File: config.mk
export PLATFORM = sky130hd
export DESIGN_NAME = serial_cmp_ctrl
export DESIGN_NICKNAME = d
export VERILOG_FILES = /design/src/rtl/serial_cmp_pkg.sv /design/src/rtl/cmp_slice_2.sv /design/src/rtl/serial_cmp_ctrl.sv
export SDC_FILE = /design/constraint.sdc
export NUM_CORES = 1
export LEC_CHECK = 0
export CORE_ASPECT_RATIO = 0.5
export CORE_MARGIN = 8
export CORE_UTILIZATION = 44
export DETAILED_ROUTE_END_ITERATION = 10
export GPL_ROUTABILITY_DRIVEN = 0
export GPL_TIMING_DRIVEN = 1
export PLACE_DENSITY = 0.73
export RECOVER_POWER = 25
export SYNTH_ARGS = -nofsm -noshare
export SYNTH_HDL_FRONTEND = slang
export SYNTH_SLANG_ARGS = --single-unit
File: constraint.sdc
create_clock -name clock -period 2.45 [get_ports clock]
set_input_delay 0.49 -clock clock [delete_from_list [all_inputs] [get_ports clock]]
set_output_delay 0.49 -clock clock [all_outputs]
set_load 0.02 [all_outputs]
File: src/rtl/serial_cmp_pkg.sv
// Shared types and constants for the serial magnitude-compare controller.
package serial_cmp_pkg;

    typedef enum logic [1:0] {
        StIdle = 2'd0,
        StRun  = 2'd1,
        StDone = 2'd2
    } state_e;

    localparam int unsigned SLICE_W = 2;

    localparam logic EQ_INIT = 1'b1;
    localparam logic GT_INIT = 1'b0;

endpackage

File: src/rtl/cmp_slice_2.sv
// Combinational 2-bit compare slice; folds the local compare into the running EQ/GT chain.
module cmp_slice_2
    import serial_cmp_pkg::*;
(
    input  logic [SLICE_W-1:0] a,
    input  logic [SLICE_W-1:0] b,
    input  logic               eq_prev,
    input  logic               gt_prev,
    output logic               eq,
    output logic               gt
);

    logic slice_eq;
    logic slice_gt;
    logic undecided;

    always_comb begin
        slice_eq  = (a == b);
        slice_gt  = (a > b);
        undecided = eq_prev & ~gt_prev;
        eq        = undecided & slice_eq;
        // Once a higher slice has decided, its verdict sticks.
        gt        = (undecided & slice_gt) | (~eq_prev & gt_prev);
    end

endmodule

File: src/rtl/serial_cmp_ctrl.sv
// Multi-cycle unsigned compare walking operands MSB-first, 2 bits per cycle.
// Define SERIAL_CMP_EARLY_EXIT_EN to finish as soon as the outcome is decided.
module serial_cmp_ctrl
    import serial_cmp_pkg::*;
#(
    parameter int unsigned WIDTH = 32,
    parameter int unsigned CNT_W = $clog2(WIDTH / 2)
) (
    input  logic             clock,
    input  logic             reset,
    input  logic             start,
    input  logic [WIDTH-1:0] a,
    input  logic [WIDTH-1:0] b,
    output logic             ready,
    output logic             busy,
    output logic             done,
    output logic             eq,
    output logic             gt,
    output logic             lt
);

    localparam logic [CNT_W-1:0] IdxInit = CNT_W'(WIDTH / 2 - 1);

    state_e           state_q, state_d;
    logic [CNT_W-1:0] idx_q, idx_d;
    logic [WIDTH-1:0] a_q, a_d, b_q, b_d;
    logic             eq_r_q, eq_r_d, gt_r_q, gt_r_d;
    logic             done_q, done_d;
    logic             eq_q, eq_d, gt_q, gt_d, lt_q, lt_d;

    logic [SLICE_W-1:0] sl_a, sl_b;
    logic               sl_eq, sl_gt;
    logic               finish;

    always_comb begin
        sl_a = a_q[{idx_q, 1'b0} +: SLICE_W];
        sl_b = b_q[{idx_q, 1'b0} +: SLICE_W];
    end

    cmp_slice_2 u_slice (
        .a       (sl_a),
        .b       (sl_b),
        .eq_prev (eq_r_q),
        .gt_prev (gt_r_q),
        .eq      (sl_eq),
        .gt      (sl_gt)
    );

    always_comb begin
`ifdef SERIAL_CMP_EARLY_EXIT_EN
        // Decided as soon as the chain leaves the undecided (eq=1, gt=0) state.
        finish = (idx_q == '0) | sl_gt | ~sl_eq;
`else
        finish = (idx_q == '0);
`endif
    end

    always_comb begin
        state_d = state_q;
        idx_d   = idx_q;
        a_d     = a_q;
        b_d     = b_q;
        eq_r_d  = eq_r_q;
        gt_r_d  = gt_r_q;
        done_d  = 1'b0;
        eq_d    = eq_q;
        gt_d    = gt_q;
        lt_d    = lt_q;
        case (state_q)
            StIdle, StDone: begin
                if (start) begin
                    a_d     = a;
                    b_d     = b;
                    eq_r_d  = EQ_INIT;
                    gt_r_d  = GT_INIT;
                    idx_d   = IdxInit;
                    eq_d    = 1'b0;
                    gt_d    = 1'b0;
                    lt_d    = 1'b0;
                    state_d = StRun;
                end else begin
                    state_d = StIdle;
                end
            end
            StRun: begin
                eq_r_d = sl_eq;
                gt_r_d = sl_gt;
                if (finish) begin
                    eq_d    = sl_eq;
                    gt_d    = sl_gt;
                    lt_d    = ~sl_eq & ~sl_gt;
                    done_d  = 1'b1;
                    state_d = StDone;
                end else begin
                    idx_d = idx_q - 1'b1;
                end
            end
            default: state_d = StIdle;
        endcase
    end

    always_ff @(posedge clock) begin
        if (reset) begin
            state_q <= StIdle;
            idx_q   <= '0;
            eq_r_q  <= EQ_INIT;
            gt_r_q  <= GT_INIT;
            done_q  <= 1'b0;
            eq_q    <= 1'b0;
            gt_q    <= 1'b0;
            lt_q    <= 1'b0;
        end else begin
            state_q <= state_d;
            idx_q   <= idx_d;
            eq_r_q  <= eq_r_d;
            gt_r_q  <= gt_r_d;
            done_q  <= done_d;
            eq_q    <= eq_d;
            gt_q    <= gt_d;
            lt_q    <= lt_d;
        end
    end

    // Operand registers are deliberately left out of reset.
    always_ff @(posedge clock) begin
        a_q <= a_d;
        b_q <= b_d;
    end

    always_comb begin
        ready = (state_q != StRun);
        busy  = (state_q == StRun);
        done  = done_q;
        eq    = eq_q;
        gt    = gt_q;
        lt    = lt_q;
    end

endmodule
==> results.md, run 1 <==
* Synthesized Nets at 255
* Worst r2r dst: gt
* Switching power at 0.0008717 W
* Reg clk slew, reported paths at 0.05 ns
* Sw Ratio at 0.2476
* Post-detailed-route count of antenna-violating nets at 0
* Violated checks: negative setup slack
* Area share of the leading cell type in the synthesized netlist at 0.6257
* Largest net degree at the start of global routing at 37
* DRC at 0
* Die ar. at 10070 um^2
* DP Wirelength at 4.905 mm
* CP Class: reg2reg
* Post-Route WL at 6.778 mm
* Final Critical Period at 2.518 ns
* Final Hold Fails at 0
* Num rows at 21
* Post-Route Setup TNS at -0.1293 ns
* Core area at 6726 um^2
* DR WL/cell at 18.22 um
* Die height at 75.08 um
* Synth Cell Area at 3072 um^2
* Vias in the first global route at 2020
* Port buffer count at 72
* Clock share of power at 0.332
* First-pass GRT wire length at 10.54 mm
* Number of synthesized register bits at 76
* Dominant cell type by area after synthesis: edfxtp_1
* Worst-Skew Late Latency at 0.33 ns
* RSZ-0062 raised after global routing: yes
* Arrival time worst endpoint at 2.78 ns
* Fillers at 502
* Starting Density at 0.4567
* Final setup fails at 2
* CP Launch Point: idx_q[0]
* Max Root-Sink Buffers at 2
* Commonest cells in the netlist: edfxtp_1, mux2i_1, dfxtp_1
* Register area at 2166 um^2
* Int Pwr at 0.002648 W
* Worst hold path class: reg2reg
* Most common cell in the netlist: edfxtp_1
* Initial DRT Pass Iterations at 6
* IO Count at 73
* R2R Setup Slk at -0.07 ns
* Final setup margin at -0.06757 ns
* Library cells used by synthesis at 37
* H-tree depth at 3
* Seq pwr share at 0.443
* Overflow after GRT at 0
* Peak supply drop at 0.3781 mV
* Final core utilization at 0.6548
* Vias per cell at 5.172
* Least-Margin Pin Slew at 0.4665 ns
* Final Cycle Share at 1.028
* Pwr dens at 799.2 nW/um^2
* CTS sink cnt at 76
* Layout cell share with drive strength beyond 1 at 0.2179
* Synth Instances at 185
* CTS buffer count at 9
* Root Driver: clkbuf_16
* Hold Path Depth at 2
* Final Skew at 0.004254 ns
* Synth warnings at 0
* Main flop type after synthesis: edfxtp_1
* Worst setup SP type: register
* Async set or reset register ratio after synthesis at 0
* FMAX at 0.3972 GHz
* Vias at 1924
* Crit Path Max Fanout at 8
* Max-slew violation count at 0
* Final #Nets at 345
* Critical path endpoint: gt
* Logic pwr share at 0.225
* Area of the multi-input gates at 942.2 um^2
* Post-synth EDFFs at 64
* RR Startpoint: idx_q[0]
* Post-synthesis sequential area ratio at 0.7039
* Ant diodes at 0
* Rel. slew slack at 0.6880
* Leak pwr at 1.565 nW
* Status: finished, violations left
* Syn-to-layout area delta at 43.38%
* Chip Width at 134.2 um
* Max-Cap Viols at 0
* Initial DRC Count at 121
* Overall global routing resource usage at 0.1429
* WP data required at 2.71 ns
* Initial antenna violation count at 0
* CTS tree: built
* Avg Cell Area, Syn at 16.60 um^2
* CP endpoint kind: register
* Ranking of synthesized cells by area: edfxtp_1, dfxtp_1, mux2i_1
* Reg2Reg Depth at 11
[kinds of logic after synthesis]
kind of cell             count (synthesis)  share of synthesized area
XOR/XNOR                                 2                   0.005704
adder cells (fa/ha/maj)                  3                    0.01222
flip-flops                              76                     0.7039
AND/OR/NAND/NOR                         28                    0.05173
AO/OA/AOI/OAI                           36                    0.08106
multiplexers                            25                     0.1165
buffers and inverters                   15                    0.02892
[registers in the layout (all words and copies together), names as in the netlist]
signal,count
done,1
a_q,32
lt,1
gt,1
eq_r_q,1
b_q,32
state_q,2
idx_q,4
gt_r_q,1
eq,1
[worst max-delay path, stage by stage, from the launching register on]
cell and delay (ns):
dfxtp_4 0.36, buf_12 0.15, buf_12 0.14, mux2i_2 0.16
a221oi_2 0.44, a22oi_2 0.11, o21ai_1 0.11, ha_1 0.21
or3b_4 0.41, a21oi_4 0.15, o21bai_1 0.08, a21oi_1 0.11
[per-stage QoR]
| step | setup slack (ns) | power (W) | hold slack, ns | cells | area, um^2 |
|---|---|---|---|---|---|
| floorplan | -0.01099 | 0.001979 | 0.4655 | 185 | 3088 |
| global placement | -0.1014 | 0.002231 | 0.4499 | 355 | 4018 |
| detailed placement | -0.1976 | 0.002249 | 0.4638 | 355 | 4018 |
| CTS | -0.03427 | 0.003497 | 0.4714 | 372 | 4358 |
| global route | -0.1929 | 0.003666 | 0.5101 | 372 | 4404 |
| finish | -0.06757 | 0.003520 | 0.4671 | 372 | 4404 |
[worst min-delay path by stage]
stage,end,slack [ns],from
2_1_floorplan,gt_r_q,0.47,gt_r_q
3_3_place_gp,lt,0.45,lt
3_5_place_dp,gt,0.46,gt
4_1_cts,gt,0.47,gt
5_1_grt,gt,0.51,gt
6_report,gt,0.47,gt
[area by class of cell]
class	instances	area share
repair buffers	87	0.2014
clock inverters	3	0.003125
well taps	92	0.02614
multi-input cells	94	0.2139
inverters	7	0.006818
flip-flops and latches	76	0.4918
clock buffers	13	0.05682
[per-layer routing]
metal | part of all wire | up-vias | global-route usage
li1 | - | 912 | -
met5 | 0 | - | 0
met3 | 0.069 | 15 | 0.05992
met4 | 0.018 | 0 | 0.06905
met2 | 0.50 | 63 | 0.2367
met1 | 0.41 | 934 | 0.1604
[power by group through the flow]
| stage | Sequential (W) | Combinational, W | Clock (W) |
|---|---|---|---|
| after floorplan | 0.00157 | 0.000408 | 0 |
| after global placement | 0.00158 | 0.000653 | 0 |
| after detailed placement | 0.00158 | 0.000668 | 0 |
| after CTS | 0.00156 | 0.000740 | 0.00120 |
| after global routing | 0.00157 | 0.000852 | 0.00125 |
| final | 0.00156 | 0.000792 | 0.00117 |
[layout by cell type, fill, tap and decap left out, types with 2 or more instances in the layout]
cell,instances
edfxtp_1,64
clkdlybuf4s50_1,37
dlygate4sd3_1,35
mux2i_1,14
dfxtp_1,11
buf_4,10
nor2_1,9
clkbuf_16,9
mux4_2,7
a221oi_2,6
a21oi_1,6
inv_1,5
nand2b_1,4
o21ai_0,4
buf_12,4
a22oi_1,3
mux2i_2,3
a21o_1,3
nand2_1,3
clkbuf_1,3
o21ai_1,2
xnor2_1,2
nand3_1,2
ha_1,2
clkinv_2,2
[what timing repair did]
action / CTS / global route
buffers inserted: 1 / 0
resized for setup: 15 / 8
endpoints found under the setup margin: 3 / 4
hold buffers: 0 / 0
pin swaps: 7 / 2
gates cloned: 0 / 0
Power figures use the tool's default switching activity.
==> run 2, diff against run 1 <==
CAP_MARGIN = 10   (was not set)
CELL_PAD_IN_SITES_DETAIL_PLACEMENT = 2   (was not set)
CELL_PAD_IN_SITES_GLOBAL_PLACEMENT = 2   (was not set)
CORE_UTILIZATION = 31   (was 44)
PLACE_DENSITY = 0.76   (was 0.73)
==> run 2 against run 1 <==
Against the previous run: the flow still finishes with violations (negative setup slack); clock power is 19% higher; largest power group unchanged; critical path depth is 2 lower; critical endpoint unchanged; cell area is 5.2% higher; wire length is 59% higher; highest routed layer unchanged.
==> results.md, run 2 (synthesized netlist as in run 1, its figures left out) <==
* Initial antenna violation count at 0 (unchanged)
* Starting Density at 0.3220 (-0.1347)
* Final Critical Period at 2.686 ns (+0.1688 ns)
* Vias in the first global route at 2433 (+20%)
* CP peak stage delay at 0.51 ns (+0.07 ns)
* Worst-Skew Late Latency at 0.34 ns (about the same)
* Final #Nets at 353 (+2.3%)
* Rel. slew slack at 0.5612 (-0.1269)
* H-tree depth at 3 (unchanged)
* R2R Setup Slk at -0.24 ns (-0.17 ns)
* FMAX at 0.3723 GHz (-6.3%)
* Max Root-Sink Buffers at 2 (unchanged)
* DP Wirelength at 7.052 mm (+44%)
* Num rows at 25 (+19%)
* Root Driver: clkbuf_16
* Layout cell share with drive strength beyond 1 at 0.2569 (+0.03909)
* CTS buffer count at 9 (unchanged)
* Status: finished, violations left
* Crit Path Max Fanout at 5 (-3)
* Overall global routing resource usage at 0.1590 (+0.01613)
* Syn-to-layout area delta at 50.79%
* Reg2Reg Depth at 9 (-2)
* RSZ-0062 raised after global routing: yes
* Initial DRC Count at 150 (+24%)
* DR WL/cell at 25.50 um (+40%)
* Vias at 2110 (+9.7%)
* Chip Width at 156.8 um (+17%)
* Reg clk slew, reported paths at 0.06 ns (about the same)
* Port buffer count at 72 (unchanged)
* Least-Margin Pin Slew at 0.6514 ns (+0.1849 ns)
* First-pass GRT wire length at 15.48 mm (+47%)
* Crit path cell chain: buf_12 > mux4_2 > and3_4 > a221oi_4 > ha_4 > or3b_4 > a21oi_4 > o21bai_1 > a21oi_1
* Vias per cell at 4.988 (-3.6%)
* Worst Path Buf+Inv at 1 (-1)
* Die ar. at 13540 um^2 (+34%)
* Worst Hold Launch: gt
* Violated checks: negative setup slack
* Peak supply drop at 0.4861 mV (+29%)
* Worst hold path class: reg2reg
* Final Cycle Share at 1.096 (+0.06889)
* Overflow after GRT at 0 (unchanged)
* Pwr dens at 858.1 nW/um^2 (+7.4%)
* DRC at 0 (unchanged)
* Post-detailed-route count of antenna-violating nets at 0 (unchanged)
* IO Count at 73 (unchanged)
* WP data required at 2.71 ns (about the same)
* Crit path max-delay family: compound AO/OA/AOI/OAI gates
* Fillers at 907 (+81%)
* Max-slew violation count at 0 (unchanged)
* Initial DRT Pass Iterations at 4 (-2)
* Final setup margin at -0.2364 ns (-0.1688 ns)
* CP Class: reg2reg
* Slowest stage cell, crit path: mux4_2
* Post-Route WL at 10.79 mm (+59%)
* Commonest non-fill, non-tap cell in the layout: edfxtp_1
* Die height at 86.39 um (+15%)
* Final setup fails at 5 (+3)
* Leak pwr at 1.628 nW (+4.0%)
* Top Registers: a_q: 32 flops, b_q: 32 flops, idx_q: 4 flops
* Ant diodes at 0 (unchanged)
* Worst setup SP type: register
* Hold Path Depth at 2 (unchanged)
* Worst r2r dst: gt
* Arrival time worst endpoint at 2.94 ns (+0.16 ns)
* CP endpoint kind: register
* RR Startpoint: idx_q[0]
* Final Hold Fails at 0 (unchanged)
* Total chip power at 0.003975 W (+13%)
* CTS sink cnt at 76 (unchanged)
* Dpl ws at -0.3324 ns (-0.1348 ns)
* Post-Route Setup TNS at -0.8333 ns (-0.7039 ns)
* Max-Cap Viols at 0 (unchanged)
* Hold EP: gt
* CTS tree: built
* Commonest non-fill, non-tap cells in the layout: edfxtp_1, clkdlybuf4s50_1, dlygate4sd3_1, buf_4, mux2i_1
* Largest net degree at the start of global routing at 37 (unchanged)
* Core area at 9540 um^2 (+42%)
* Final Skew at 0.003824 ns (-0.0004305 ns)
-- run 2: cell count changes in the layout (fill, tap and decap cells not counted), moves of 2 or more --
cell	before	now
clkbuf_1	3	1
mux2i_1	14	11
clkinv_2	2	0
buf_4	10	17
mux2i_4	0	2
bufinv_16	0	2
a221oi_2	6	4
a221oi_4	1	3
clkinv_1	1	3
-- run 2: final cells by class --
class | instances | area (um^2) | share of cell area
sequential | 76 | 2167 | 0.4679
tap | 135 | 168.9 | 0.03647
inverter | 7 | 30.03 | 0.006483
multi-input combinational | 94 | 993.5 | 0.2145
clock buffer | 10 | 229.0 | 0.04943
timing repair buffer | 95 | 964.7 | 0.2083
clock inverter | 6 | 78.83 | 0.01702
-- run 2: worst max-delay path by stage --
stage	start	endpoint	cells past startpoint	slack, ns
floorplan	idx_q[0]	lt	10	-0.01
finish	idx_q[0]	gt	9	-0.24
global placement	idx_q[0]	gt_r_q	9	-0.15
global route	idx_q[0]	gt	10	-0.36
CTS	idx_q[0]	gt	9	-0.21
detailed placement	idx_q[0]	lt	9	-0.33
-- run 2: report_power, final --
group,switching [W],internal (W)
logic,0.000494,0.000508
clock network,0.000511,0.000881
registers,0.0000655,0.00152
total,0.00107,0.00290
-- run 2: stage by stage --
stage	area, um^2	util	std cells	hold slack (ns)
detailed placement	4094	0.4291	401	0.5010
finish	4632	0.4855	423	0.4979
CTS	4539	0.4758	422	0.5063
floorplan	3088	-	185	0.4655
global placement	4094	0.4291	401	0.4534
global route	4632	0.4855	423	0.5284
-- run 2: tightest hold or removal path, cell delays in order (launching register included) --
cell,delay [ns]
dfxtp_1,0.31
nand3_1,0.07
a21oi_1,0.06
-- run 2: layer usage --
| layer | up-vias | GRT usage | part of all wire |
|---|---|---|---|
| met5 | - | 0 | 0 |
| met3 | 29 | 0.04715 | 0.052 |
| met2 | 76 | 0.2806 | 0.52 |
| li1 | 929 | - | - |
| met4 | 0 | 0.08139 | 0.036 |
| met1 | 1076 | 0.1727 | 0.39 |
-- run 2: repair_timing --
action | CTS | global route
pin swaps | 8 | 2
resized for setup | 18 | 13
hold buffers | 0 | 0
buffers inserted | 5 | 0
gates cloned | 0 | 1
endpoints found under the setup margin | 5 | 5
endpoints found under the hold margin | 0 | 0
==> run 3, diff against run 2 <==
CTS_CLUSTER_DIAMETER = 50   (was not set)
==> results of run 3 <==
Same layout as run 2: the final DEF is identical, and so are final timing and power.
